**src/rtl/vend_arbiter.sv**
```systemverilog
// rtl/vend_arbiter.sv - two-port coin collector sharing one round-robin arbitrated dispense mechanism
module vend_arbiter #(
  parameter int PRICE       = 2,
  parameter int DISP_CYCLES = 3
) (
  input  logic       clk,
  input  logic       rst,
  input  logic [1:0] coin_a,
  input  logic [1:0] coin_b,
  output logic       out,
  output logic [1:0] grant,
  output logic [1:0] change_a,
  output logic [1:0] change_b,
  output logic       busy
);

  typedef enum logic [1:0] {S_COLLECT, S_WAIT, S_VEND, S_REFUND} port_state_t;

  localparam logic [2:0] PRICE_C = 3'(PRICE);
  localparam logic [3:0] DISP_C  = 4'(DISP_CYCLES);

  port_state_t st     [2];
  port_state_t st_nxt [2];
  logic [2:0]  credit     [2];
  logic [2:0]  credit_nxt [2];
  logic [1:0]  chg     [2];
  logic [1:0]  chg_nxt [2];
  logic [1:0]  coin    [2];

  logic [3:0]  cnt, cnt_nxt;
  logic [1:0]  gnt_nxt;
  logic        ptr, ptr_nxt;        // 0: A wins a tie, 1: B wins a tie
  logic        mech_done, mech_free;
  logic [1:0]  elig, win;

  assign coin[0] = coin_a;
  assign coin[1] = coin_b;

  always_ff @(posedge clk or negedge rst) begin
    if (!rst) begin
      for (int i = 0; i < 2; i++) begin
        st[i]     <= S_COLLECT;
        credit[i] <= '0;
        chg[i]    <= '0;
      end
      grant <= '0;
      cnt   <= '0;
      ptr   <= 1'b0;
    end else begin
      for (int i = 0; i < 2; i++) begin
        st[i]     <= st_nxt[i];
        credit[i] <= credit_nxt[i];
        chg[i]    <= chg_nxt[i];
      end
      grant <= gnt_nxt;
      cnt   <= cnt_nxt;
      ptr   <= ptr_nxt;
    end
  end

  always_comb begin
    mech_done = (grant != 2'b00) && (cnt == 4'd1);
    // the mechanism can be handed over on its final edge, so vends run back to back
    mech_free = (grant == 2'b00) || mech_done;

    for (int i = 0; i < 2; i++)
      elig[i] = (st[i] == S_WAIT) && (coin[i] != 2'b11);

    win = 2'b00;
    if (mech_free) begin
      if (elig == 2'b11) win = ptr ? 2'b10 : 2'b01;
      else               win = elig;
    end

    ptr_nxt = ptr;
    if (win[0])      ptr_nxt = 1'b1;
    else if (win[1]) ptr_nxt = 1'b0;

    gnt_nxt = grant;
    cnt_nxt = cnt;
    if (win != 2'b00) begin
      gnt_nxt = win;
      cnt_nxt = DISP_C;
    end else if (mech_done) begin
      gnt_nxt = 2'b00;
      cnt_nxt = 4'd0;
    end else if (grant != 2'b00) begin
      cnt_nxt = cnt - 4'd1;
    end

    for (int i = 0; i < 2; i++) begin
      st_nxt[i]     = st[i];
      credit_nxt[i] = credit[i];
      case (st[i])
        S_COLLECT: begin
          if (coin[i] == 2'b11) begin
            if (credit[i] != 3'd0) st_nxt[i] = S_REFUND;
          end else if (coin[i] != 2'b00) begin
            credit_nxt[i] = credit[i] + {1'b0, coin[i]};
            if (credit_nxt[i] >= PRICE_C) st_nxt[i] = S_WAIT;
          end
        end
        S_WAIT: begin
          if (coin[i] == 2'b11) st_nxt[i] = S_REFUND;
          else if (win[i])      st_nxt[i] = S_VEND;
        end
        S_VEND: begin
          if (mech_done) begin
            credit_nxt[i] = credit[i] - PRICE_C;
            st_nxt[i]     = (credit_nxt[i] != 3'd0) ? S_REFUND : S_COLLECT;
          end
        end
        default: begin
          credit_nxt[i] = credit[i] - ((credit[i] >= 3'd2) ? 3'd2 : 3'd1);
          if (credit_nxt[i] == 3'd0) st_nxt[i] = S_COLLECT;
        end
      endcase
      // change is registered from the coming state so it is nonzero exactly while in REFUND
      chg_nxt[i] = (st_nxt[i] == S_REFUND) ?
                   ((credit_nxt[i] >= 3'd2) ? 2'b10 : 2'b01) : 2'b00;
    end
  end

  always_comb begin
    out      = (grant != 2'b00);
    busy     = out;
    change_a = chg[0];
    change_b = chg[1];
  end

endmodule
```
**config.mk**
```make
export PLATFORM = sky130hd
export DESIGN_NAME = vend_arbiter
export DESIGN_NICKNAME = d
export VERILOG_FILES = /design/src/rtl/vend_arbiter.sv
export SDC_FILE = /design/constraint.sdc
export NUM_CORES = 1
export LEC_CHECK = 0
export BUFFER_PORTS_ARGS = -buffer_cell sky130_fd_sc_hd__buf_4
export CAP_MARGIN = 20
export CORE_AREA = 2 2 62 108
export CTS_CLUSTER_SIZE = 14
export DETAILED_ROUTE_END_ITERATION = 8
export DIE_AREA = 0 0 64 110
export SLEW_MARGIN = 20
export SYNTH_ARGS = -nofsm -noshare
export SYNTH_HDL_FRONTEND = slang
export SYNTH_SLANG_ARGS = --single-unit
```
**constraint.sdc**
```tcl
create_clock -name clk -period 3.1 [get_ports clk]
set_input_delay 0.155 -clock clk [delete_from_list [all_inputs] [get_ports clk]]
set_output_delay 0.155 -clock clk [all_outputs]
set_load 0.03 [all_outputs]
```
### Yosys cells after proc, flatten, opt, wreduce, memory -nomap -nowiden

Cells that the tools add are included.

| word-level totals | value |
|---|---|
| register bits after elaboration | 21 |
| bits of input ports | 6 |
| output and inout port bits | 8 |
| word-level logic and storage cells | 97 |

| operators by class | value |
|---|---|
| add/sub/neg operators | 7 |
| order comparisons | 6 |
| equality and inequality tests | 12 |
| mux-type cells | 44 |
| reduce and logical (&&, ||, !) cells | 19 |

Operator list:

| cell | count |
|---|---|
| $mux W2 | 29 |
| $ge A3 B2 Y1 const B | 6 |
| $mux W3 | 6 |
| $pmux W3 S3 | 2 |
| $reduce_bool A3 Y1 | 5 |
| $eq A2 B2 Y1 const B | 7 |
| $mux W4 | 3 |
| $pmux W2 S3 | 2 |
| $reduce_bool A2 Y1 | 5 |
| $add A3 B2 Y3 | 2 |
| $logic_not A2 Y1 | 3 |
| $logic_not A3 Y1 | 2 |
| $sub A3 B2 Y3 | 2 |
| $sub A3 B2 Y3 const B | 2 |
| $eq A2 B1 Y1 const B | 2 |
| $eq A4 B1 Y1 const B | 1 |
| $ne A2 B2 Y1 const B | 2 |
| $sub A4 B1 Y4 const B | 1 |
| $logic_and A1 B1 Y1 | 3 |
| $mux W1 | 2 |
| $logic_or A1 B1 Y1 | 1 |

### Depth between registers and ports, before layout

Gate-level depths: netlist of run 1.

| logic depth | value |
|---|---|
| depth in word-level cells | 10 |
| mapped depth | 12 |
| mapped depth without buffers | 10 |

### Worst setup path after synthesis of run 1

Ideal clock, no wire load.

| timing path | value |
|---|---|
| path kind | register to register |
| start point | register credit[4] (netlist name) |
| end point | register st[2] (netlist name) |
| library setup time | 0.135 ns |
| data arrival time | 2.490 ns |
| required time | 2.965 ns |
| path slack | 0.476 ns |
| stages on the path, launching flop included | 12 |
| path buffers | 2 |
| period minus slack after synthesis | 2.624 ns |
| cells stage by stage | dfrtp_1 buf_2 inv_1 ha_1 buf_2 nor2b_1 o21ai_0 ha_1 or3_1 a221o_1 a211oi_2 o21ai_1 |

RTL lines:

| element | line | source |
|---|---|---|
| start: declaration | 24 | `logic [2:0] credit [2];` |
| start signal: indexed assignment | 52 | `credit[i] <= credit_nxt[i];` |
| end signal: indexed assignment | 51 | `st[i] <= st_nxt[i];` |
| end: declaration | 22 | `port_state_t st [2];` |

==> results of run 1 <==
[sequential cells by signal (all words and copies together), names as in the netlist]
| signal | flops |
|---|---|
| credit | 6 |
| cnt | 4 |
| st | 4 |
| change_a | 2 |
| change_b | 2 |
| grant | 2 |
| ptr | 1 |
[cell usage after synthesis, drive strengths merged]
cell     number  area (um^2)
a2111oi       1         15.0
a211o         2         17.5
a211oi        3         27.5
a21o          2         15.0
a21oi        15         75.1
a221o         1         10.0
a221oi        1         8.76
a22oi         1         7.51
a311oi        2         17.5
a31o          1         8.76
a31oi         4         25.0
and3          2         12.5
and4b         1         10.0
buf          10         61.3
clkbuf        3         11.3
dfrtp        21          526
fa            2         40.0
ha            8          100
inv          11         41.3
mux2          1         11.3
mux2i         3         30.0
nand2        24         90.1
nand2b        5         31.3
nand3         8         40.0
nand3b        3         22.5
nand4         4         25.0
nor2         13         51.3
nor2b         3         18.8
nor3         11         65.1
nor3b         3         27.5
o211ai        2         15.0
o21a          3         22.5
o21ai        15         82.6
o21ba         1         10.0
o221ai        2         23.8
o2bb2ai       1         8.76
o311ai        1         8.76
o31ai         1         7.51
or2           1         8.76
or3           1         6.26
or3b          1         8.76
or4           1         7.51
xnor2         2         17.5
xor2          3         26.3
[logic make-up (layout without fill, tap and decap cells)]
kind of cell / count (synthesis) / after routing / share of synthesized area [%]
buffers and inverters: 24 / 32 / 6.71
xor gates and xnor gates: 5 / 5 / 2.58
muxes: 4 / 4 / 2.43
AOI/OAI and AO/OA: 59 / 59 / 24.0
adders and majority gates: 10 / 10 / 8.26
and+or+nand+nor: 81 / 81 / 25.1
DFF: 21 / 21 / 31.0
[how the worst max path moves through the flow]
stage / start / end / cells after the start
detailed placement: credit[5] / st[2] / 9
global route: credit[5] / st[2] / 10
global placement: credit[5] / st[2] / 9
finish: credit[5] / st[2] / 9
CTS: credit[5] / st[2] / 9
floorplan: credit[4] / st[2] / 11
[worst max-delay path: stages, from the launching register on]
cell	delay, ns
dfrtp_1	0.50
inv_1	0.11
ha_1	0.30
nor2b_1	0.24
o21ai_0	0.15
ha_1	0.34
or3_1	0.31
a221o_1	0.29
a211oi_2	0.30
o21ai_1	0.11
[stage by stage]
stage	utilization (%)	setup WS, ns
6_report	31.0	0.315
5_1_grt	31.0	0.109
4_1_cts	31.0	0.321
3_5_place_dp	30.1	0.344
3_3_place_gp	30.1	0.397
2_1_floorplan	-	0.476
[layer usage]
layer / part of all wire (%) / vias up / wire, um / global-route usage, %
met3: 2.7 / 16 / 110 / 1.22
li1: - / 758 / - / -
met1: 39 / 742 / 1600 / 13.0
met2: 53 / 41 / 2160 / 22.8
met5: 0 / - / 0 / 0
met4: 5.3 / 0 / 217 / 8.39
[what timing repair did]
action	in CTS	in global routing
resized for setup	0	0
hold buffers	1	0
endpoints found under the hold margin	21	0
[area by class of cell]
class	count	area (um^2)	area share [%]
multi-input combinational	159	1060	55.6
sequential	21	526	27.6
timing repair buffer	17	130	6.85
tap	80	100	5.27
clock buffer	3	41.3	2.17
inverter	11	41.3	2.17
clock inverter	1	5.00	0.263
[placed cells by master (no fill, tap or decap), drive strengths merged, types with 2 or more instances in the layout]
| cell | Yosys | routed |
|---|---|---|
| o211ai | 2 | 2 |
| a311oi | 2 | 2 |
| ha | 8 | 8 |
| a31oi | 4 | 4 |
| nor2b | 3 | 3 |
| nand4 | 4 | 4 |
| xor2 | 3 | 3 |
| o21a | 3 | 3 |
| a211o | 2 | 2 |
| nor2 | 13 | 13 |
| and3 | 2 | 2 |
| nand3 | 8 | 8 |
| mux2i | 3 | 3 |
| nand2 | 24 | 24 |
| xnor2 | 2 | 2 |
| a211oi | 3 | 3 |
| a21o | 2 | 2 |
| dfrtp | 21 | 21 |
| nand2b | 5 | 5 |
| fa | 2 | 2 |
| o21ai | 15 | 15 |
| clkbuf | 3 | 3 |
| nor3b | 3 | 3 |
| buf | 10 | 16 |
| nor3 | 11 | 11 |
| nand3b | 3 | 3 |
| o221ai | 2 | 2 |
| a21oi | 15 | 15 |
| inv | 11 | 11 |
[power groups by stage]
stage / Sequential [W] / Clock (W) / Combinational (W)
after global routing: 0.000617 / 0.000196 / 0.00167
after floorplan: 0.000544 / 0 / 0.00119
after CTS: 0.000594 / 0.000184 / 0.00150
after global placement: 0.000595 / 0 / 0.00148
final: 0.000598 / 0.000178 / 0.00149
after detailed placement: 0.000599 / 0 / 0.00149
==> results.ini, run 1 <==
[layout]
stdcell_count = 292
fill_cells = 648
nets = 229
final_area_um2 = 1900
diodes = 0
drive_gt1_share_pct = 16.5
synthToLayoutAreaGrowth_pct = 12.0

[pwr]
power_w = 0.00227
switchingPower_w = 0.00117
internal-power_w = 0.00110
p_comb_share_pct = 65.8
p_sw_share_pct = 51.5
peakVddDrop_uv = 278
leakage_nw = 0.789
clock_power_share_pct = 7.8
seqPwrFrac_pct = 26.3
p_per_area_nw_per_um2 = 1190

[global_routing]
grt_pass1_wl_mm = 6.92
grt_pass1_vias = 1503
grtUsageTotal_pct = 12.3
antenna_found_initial = 0
grt_overflow_total = 0
grt_max_degree = 22

[die]
dieArea_um2 = 7040
io_pins = 14
core-area_um2 = 6130
die_w_um = 64
start_util_pct = 27.7
die_h_um = 110
rows = 38

[timing]
fin_hold_ws_ns = 0.307
post-route-period-util_pct = 89.8
tightest_slew_ns = 0.602
hold_viol = 0
max_freq_mhz = 359
setup_viol = 0
period_needed_ns = 2.78
fin_skew_ns = 0.00288
tns_ns = 0
slew_violations = 0
slew_headroom_pct = 59.8
grt_setup_unrepaired = false

[cts]
clk_pin_slew_ns = 0.08
numCtsBuffers = 3
cts_buffer_depth = 2
cts_htree_levels = 1
clk_latency_ns = 0.26
cts.sink_count = 21
cts_setup_buffers = 0
tritoncts = done
cts_root_buffer = clkbuf_8

[yosys]
netlist_instances = 204
ys_types = 54
avgSynthCellArea_um2 = 8.32
yosysSeqAreaShare_pct = 31.0
yosysWarnings = 0
syn_area_um2 = 1700
yosys_register_bits = 21
synth_nets = 220

[detailed_routing]
drt_iter0_drc = 91
vias_per_cell = 5.33
wl_per_cell_um = 14.0
drt-total-wl_mm = 4.09
routed-via-count = 1557
postRouteAntennaNets = 0
drcViolationCount = 0
dr.pass1.iters = 4

[worst_hold_path]
min_path_type = primary input to async pin

[placement]
dp_hpwl_mm = 3.22
dpl_cell_area_um2 = 1840
dpl.cell_count = 287
routabilityCongestion = 0.889
io_buffers = 13

[status]
status = finished, final reports clean

[setup_path]
crit_path_end_kind = flop
rr_endpoint = st[2]
cp_data_required_time_ns = 3.23
cp-start-kind = flop
arrival_ns = 2.92
r2r_cells = 9
r2r_slack_ns = 0.32
path_class = flop to flop
r2r-start = credit[5]
worstPathMaxFanout = 10

[job]
drv_cap = 0

(Power assumes the default switching activity.)
==> inputs of run 2 (changes only) <==
--- a/config.mk
+++ b/config.mk
@@ -5,12 +5,13 @@
 export SDC_FILE = /design/constraint.sdc
 export NUM_CORES = 1
 export LEC_CHECK = 0
+export ABC_AREA = 1
 export BUFFER_PORTS_ARGS = -buffer_cell sky130_fd_sc_hd__buf_4
 export CAP_MARGIN = 20
-export CORE_AREA = 2 2 62 108
+export CORE_AREA = 2 2 63 110
 export CTS_CLUSTER_SIZE = 14
 export DETAILED_ROUTE_END_ITERATION = 8
-export DIE_AREA = 0 0 64 110
+export DIE_AREA = 0 0 65 112
 export SLEW_MARGIN = 20
 export SYNTH_ARGS = -nofsm -noshare
 export SYNTH_HDL_FRONTEND = slang
==> results.ini, run 2 <==
[timing]
post-route-period-util_pct = 70.3
setup_viol = 0
tns_ns = 0
grt_setup_unrepaired = false
max_freq_mhz = 459
period_needed_ns = 2.18
fin_skew_ns = 0.00302
setup_ws_ns = 0.922
tightest_slew_ns = 0.302
hold_viol = 0
slew_headroom_pct = 79.7
slew_violations = 0

[yosys]
synth_common_cells = nand2_1 (73), inv_1 (28), nor2_1 (28), nand3_1 (24), dfrtp_1 (21)
synth_flop_cell = dfrtp_1
yosysWarnings = 0
synth_area_leaders = dfrtp_1 (30%), nand2_1 (16%), nand3_1 (6.9%)
yosysSeqAreaShare_pct = 30.3
avgSynthCellArea_um2 = 7.12
ys_types = 35
syn_area_um2 = 1740
synth-edff-count = 0
yosysTopAreaCell = dfrtp_1
synth-async-reset-ratio_pct = 100
netlist_instances = 244
synth_nets = 260
yosysTopAreaCellShare_pct = 30.3
yosys_register_bits = 21
yosysMostFrequentCell = nand2_1

[global_routing]
grt_pass1_vias = 1584
grt_pass1_wl_mm = 7.10
top_usage_layer = met2
use_met2_pct = 24.7
use_met1_pct = 12.2
grtUsageTotal_pct = 12.5
grt_max_degree = 22
antenna_found_initial = 0
grt_overflow_total = 0
use_met3_pct = 0.909

[setup_path]
cp-start-kind = flop
worstPathMaxFanout = 8
arrival_ns = 2.32
cpMostUsedCell = nand2_1
crit_family = flip-flops
cp_cell_sequence = inv_2 > ha_1 > o211ai_1 > o21a_1 > ha_1 > a211oi_1 > nor2_1 > nand2_1 > nand2_1 > inv_1 > nand2_1 > nand2_2 > nor2_1
slowest_delay_ns = 0.48
slowest_stage = dfrtp_1
path_class = flop to flop
path_buf_inv = 2
cp_data_required_time_ns = 3.24
crit_path_end_kind = flop

[die]
die_h_um = 112
die_w_um = 65
rows = 39
dieArea_um2 = 7280
core-area_um2 = 6390
io_pins = 14
start_util_pct = 27.2

[placement]
routabilityCongestion = 0.880
io_buffers = 13
dp_slack_ns = 0.919
dp_hpwl_mm = 3.35

[cts]
tritoncts = done
cts_htree_levels = 1
cts_root_buffer = clkbuf_16
cts_resized = 0
cts.sink_count = 21
clk_latency_ns = 0.26
clk_pin_slew_ns = 0.06
numCtsBuffers = 3
cts_buffer_depth = 2

[layout]
diodes = 0
synthToLayoutAreaGrowth_pct = 16.2
largest_reg_flops = 6
nets = 278
reg_top3 = credit (6), cnt (4), st (4)
largest_register = credit
final_common_cell = nand2_1
layout_common_cells = nand2_1 (73), inv_1 (28), nor2_1 (28), nand3_1 (24), dfrtp_1 (21)
drive_gt1_share_pct = 16.1

[pwr]
switchingPower_w = 0.00131
internal-power_w = 0.00118
clock_power_share_pct = 11.0
peakVddDrop_uv = 271
power_w = 0.00249
leakage_nw = 1.04
p_comb_share_pct = 65.6
seqPwrFrac_pct = 23.4
p_per_area_nw_per_um2 = 1230
p_sw_share_pct = 52.6

[detailed_routing]
wl_per_cell_um = 11.8
vias_per_cell = 4.64
dr.pass1.iters = 5
postRouteAntennaNets = 0
drt_iter0_drc = 75
routed-via-count = 1590
drcViolationCount = 0
drt-total-wl_mm = 4.06

[worst_hold_path]
min_path_type = primary input to async pin

[job]
drv_cap = 0

[status]
status = finished, final reports clean

run 2: changes by cell type in the layout (fill, tap and decap cells not counted), moves of 5 or more:
cell | before | now
nor2_1 | 12 | 28
o21ai_0 | 12 | 7
nor3_1 | 9 | 3
a21oi_1 | 15 | 1
inv_1 | 9 | 28
nand3_1 | 8 | 24
nand2b_1 | 5 | 0
nand2_1 | 24 | 73
run 2: timing repair:
action                    in CTS  in global routing
hold endpoints to repair      21                  0
hold buffers                   1                  0
setup buffers                  0                  0
run 2: per-layer routing:
metal / share of wire [%] / wire length (um) / vias to the layer above
li1: - / - / 820
met1: 37 / 1480 / 734
met2: 58 / 2350 / 27
met3: 1.8 / 74 / 9
met4: 3.6 / 144 / 0
met5: 0 / 0 / -
run 2: per-stage QoR:
step | area [um^2] | utilization, % | instances | hold slack, ns
after global placement | 1930 | 30.2 | 338 | 0.0588
after global routing | 2020 | 31.6 | 343 | 0.363
final | 2020 | 31.6 | 343 | 0.325
after detailed placement | 1930 | 30.2 | 338 | 0.0628
after CTS | 2020 | 31.6 | 343 | 0.334
after floorplan | 1740 | - | 244 | -0.141
run 2: power by group through the flow:
stage               sequential (W)  clock (W)  combinational (W)
global route              0.000606   0.000287            0.00187
CTS                       0.000584   0.000279            0.00166
detailed placement        0.000589          0            0.00164
finish                    0.000583   0.000274            0.00164
floorplan                 0.000598          0            0.00125
global placement          0.000588          0            0.00163
run 2: kinds of logic (layout without fill, tap and decap cells):
family	after synthesis	in the layout	synth area share, %
AO/OA/AOI/OAI	28	28	11.7
XOR/XNOR	3	3	1.51
adder cells (fa/ha/maj)	10	10	8.07
buffers and inverters	35	52	7.93
flip-flops	21	21	30.3
AND/OR/NAND/NOR	147	147	40.5
run 2: worst paths after layout:
path                                start     endpoint  slack [ns]  cells past startpoint
max in group asynchronous             rst       cnt[3]        2.55                      2
worst min register to register        ptr          ptr        0.51                      2
worst max register to register  credit[1]  change_b[1]        0.92                     13
min in group clk                coin_b[0]    credit[0]        0.33                      4
worst min-delay path                  rst    credit[4]        0.33                      2
worst max-delay path            credit[1]  change_b[1]        0.92                     13
run 2: layout make-up:
cell class	count	area (um^2)
Clock buffer	4	78.8
Fill cell	694	4370
Inverter	34	130
Multi-Input combinational cell	188	1070
Sequential cell	21	526
Tap cell	82	103
Timing Repair Buffer	14	108
==> inputs of run 3 (changes only) <==
==> constraint.sdc (replaced) <==
create_clock -name clk -period 2.27 [get_ports clk]
set_input_delay 0.1135 -clock clk [delete_from_list [all_inputs] [get_ports clk]]
set_output_delay 0.1135 -clock clk [all_outputs]
set_load 0.03 [all_outputs]
==> results.ini, run 3 (synthesis gave the netlist of run 2 again) <==
[layout]
synthToLayoutAreaGrowth_pct = 18.2
layout_common_cells = nand2_1 (73), inv_1 (28), nor2_1 (27), nand3_1 (24), dfrtp_1 (20)
nets = 281
final_common_cell = nand2_1
drive_gt1_share_pct = 18.6
fill_cells = 684
largest_reg_flops = 6
largest_register = credit
diodes = 0
reg_top3 = credit (6), cnt (4), st (4)

[cts]
cts.sink_count = 21
cts_htree_levels = 1
clk_pin_slew_ns = 0.06
cts_setup_buffers = 0
numCtsBuffers = 3
tritoncts = done
cts_root_buffer = clkbuf_16
cts_buffer_depth = 2
clk_latency_ns = 0.25

[die]
core-area_um2 = 6390
die_w_um = 65
rows = 39
io_pins = 14
die_h_um = 112
dieArea_um2 = 7280
start_util_pct = 27.2

[placement]
io_buffers = 13
dp_hpwl_mm = 3.35
dp_slack_ns = 0.158
routabilityCongestion = 0.905

[setup_path]
rr_endpoint = change_b[1]
r2r-start = credit[2]
cp_data_required_time_ns = 2.41
path_class = flop to flop
cp_cell_sequence = inv_2 > ha_2 > o211ai_1 > o21a_1 > ha_1 > a211oi_2 > nor2_1 > nand2_1 > nand2_1 > inv_1 > nand2_1 > nand2_2 > nor2_1
critical_path.endpoint = change_b[1]
worstPathMaxFanout = 6
crit_family = adder cells
cp-start-kind = flop
arrival_ns = 2.23
slowest_delay_ns = 0.45
crit_path_end_kind = flop
r2r_cells = 13
crit_start = credit[2]
r2r_slack_ns = 0.18
cp.depth = 13
path_buf_inv = 2
slowest_stage = dfrtp_2
cpMostUsedCell = nand2_1

[global_routing]
grt_pass1_wl_mm = 7.22
grt_max_degree = 22
antenna_found_initial = 0
grtUsageTotal_pct = 12.6
grt_pass1_vias = 1693
grt_overflow_total = 0

[detailed_routing]
route.met3.wl_um = 59
drcViolationCount = 0
wl_per_cell_um = 11.9
postRouteAntennaNets = 0
dr.max_layer_used = met4
drt_iter0_drc = 78
dr.pass1.iters = 4
vias_per_cell = 4.70
met2_length_mm = 2.45
wl_met1_mm = 1.40
drt-total-wl_mm = 4.12
routed-via-count = 1627

[timing]
grt_setup_unrepaired = false
slew_headroom_pct = 74.9
max_freq_mhz = 479
fin_hold_ws_ns = 0.289
slew_violations = 0
post-route-period-util_pct = 91.9
tightest_slew_ns = 0.373
period_needed_ns = 2.09
setup_viol = 0
hold_viol = 0
tns_ns = 0
fin_skew_ns = 0.00477
setup_ws_ns = 0.183

[pwr]
leakage_nw = 1.06
p_per_area_nw_per_um2 = 1690
peakVddDrop_uv = 412
power_w = 0.00346

[status]
status = finished, final reports clean

[worst_hold_path]
min_path_type = primary input to async pin

[job]
drv_cap = 0

==> run 3: layer usage <==
| metal | up-vias | GRT usage, % |
|---|---|---|
| li1 | 830 | - |
| met1 | 758 | 10.7 |
| met2 | 23 | 25.7 |
| met3 | 16 | 1.62 |
| met4 | 0 | 7.94 |
| met5 | - | 0 |
==> run 3: cell type report <==
type / count / area (um^2) / share of cell area, %
Multi-Input combinational cell: 188 / 1080 / 52.8
Sequential cell: 21 / 527 / 25.7
Clock buffer: 4 / 78.8 / 3.84
Inverter: 34 / 130 / 6.34
Tap cell: 82 / 103 / 5.00
Timing Repair Buffer: 17 / 130 / 6.34
==> run 3: what timing repair did <==
action	in CTS	in global routing
endpoints found under the hold margin	21	0
resized for setup	0	4
endpoints found under the setup margin	0	2
hold buffers	1	0
==> run 3: worst min path at each step <==
stage	startpoint	to	slack, ns	cells past startpoint
2_1_floorplan	rst	change_a[0]	-0.18	0
3_3_place_gp	rst	credit[4]	0.02	1
3_5_place_dp	rst	credit[4]	0.02	1
4_1_cts	rst	credit[2]	0.30	2
5_1_grt	rst	credit[4]	0.33	2
6_report	rst	credit[4]	0.29	2
==> run 3: per-stage QoR <==
stage	cells	utilization [%]	instance area, um^2
6_report	346	32.1	2050
5_1_grt	346	32.1	2050
4_1_cts	346	31.9	2040
3_5_place_dp	341	30.5	1950
3_3_place_gp	341	30.5	1950
2_1_floorplan	244	-	1740
==> run 3: report_power, final <==
| part | switching [W] | internal, W | total (W) | leakage [nW] |
|---|---|---|---|---|
| registers | 0.000183 | 0.000564 | 0.000747 | 0.257 |
| clock network | 0.000137 | 0.000239 | 0.000376 | 0.0382 |
| logic | 0.00148 | 0.000859 | 0.00234 | 0.761 |
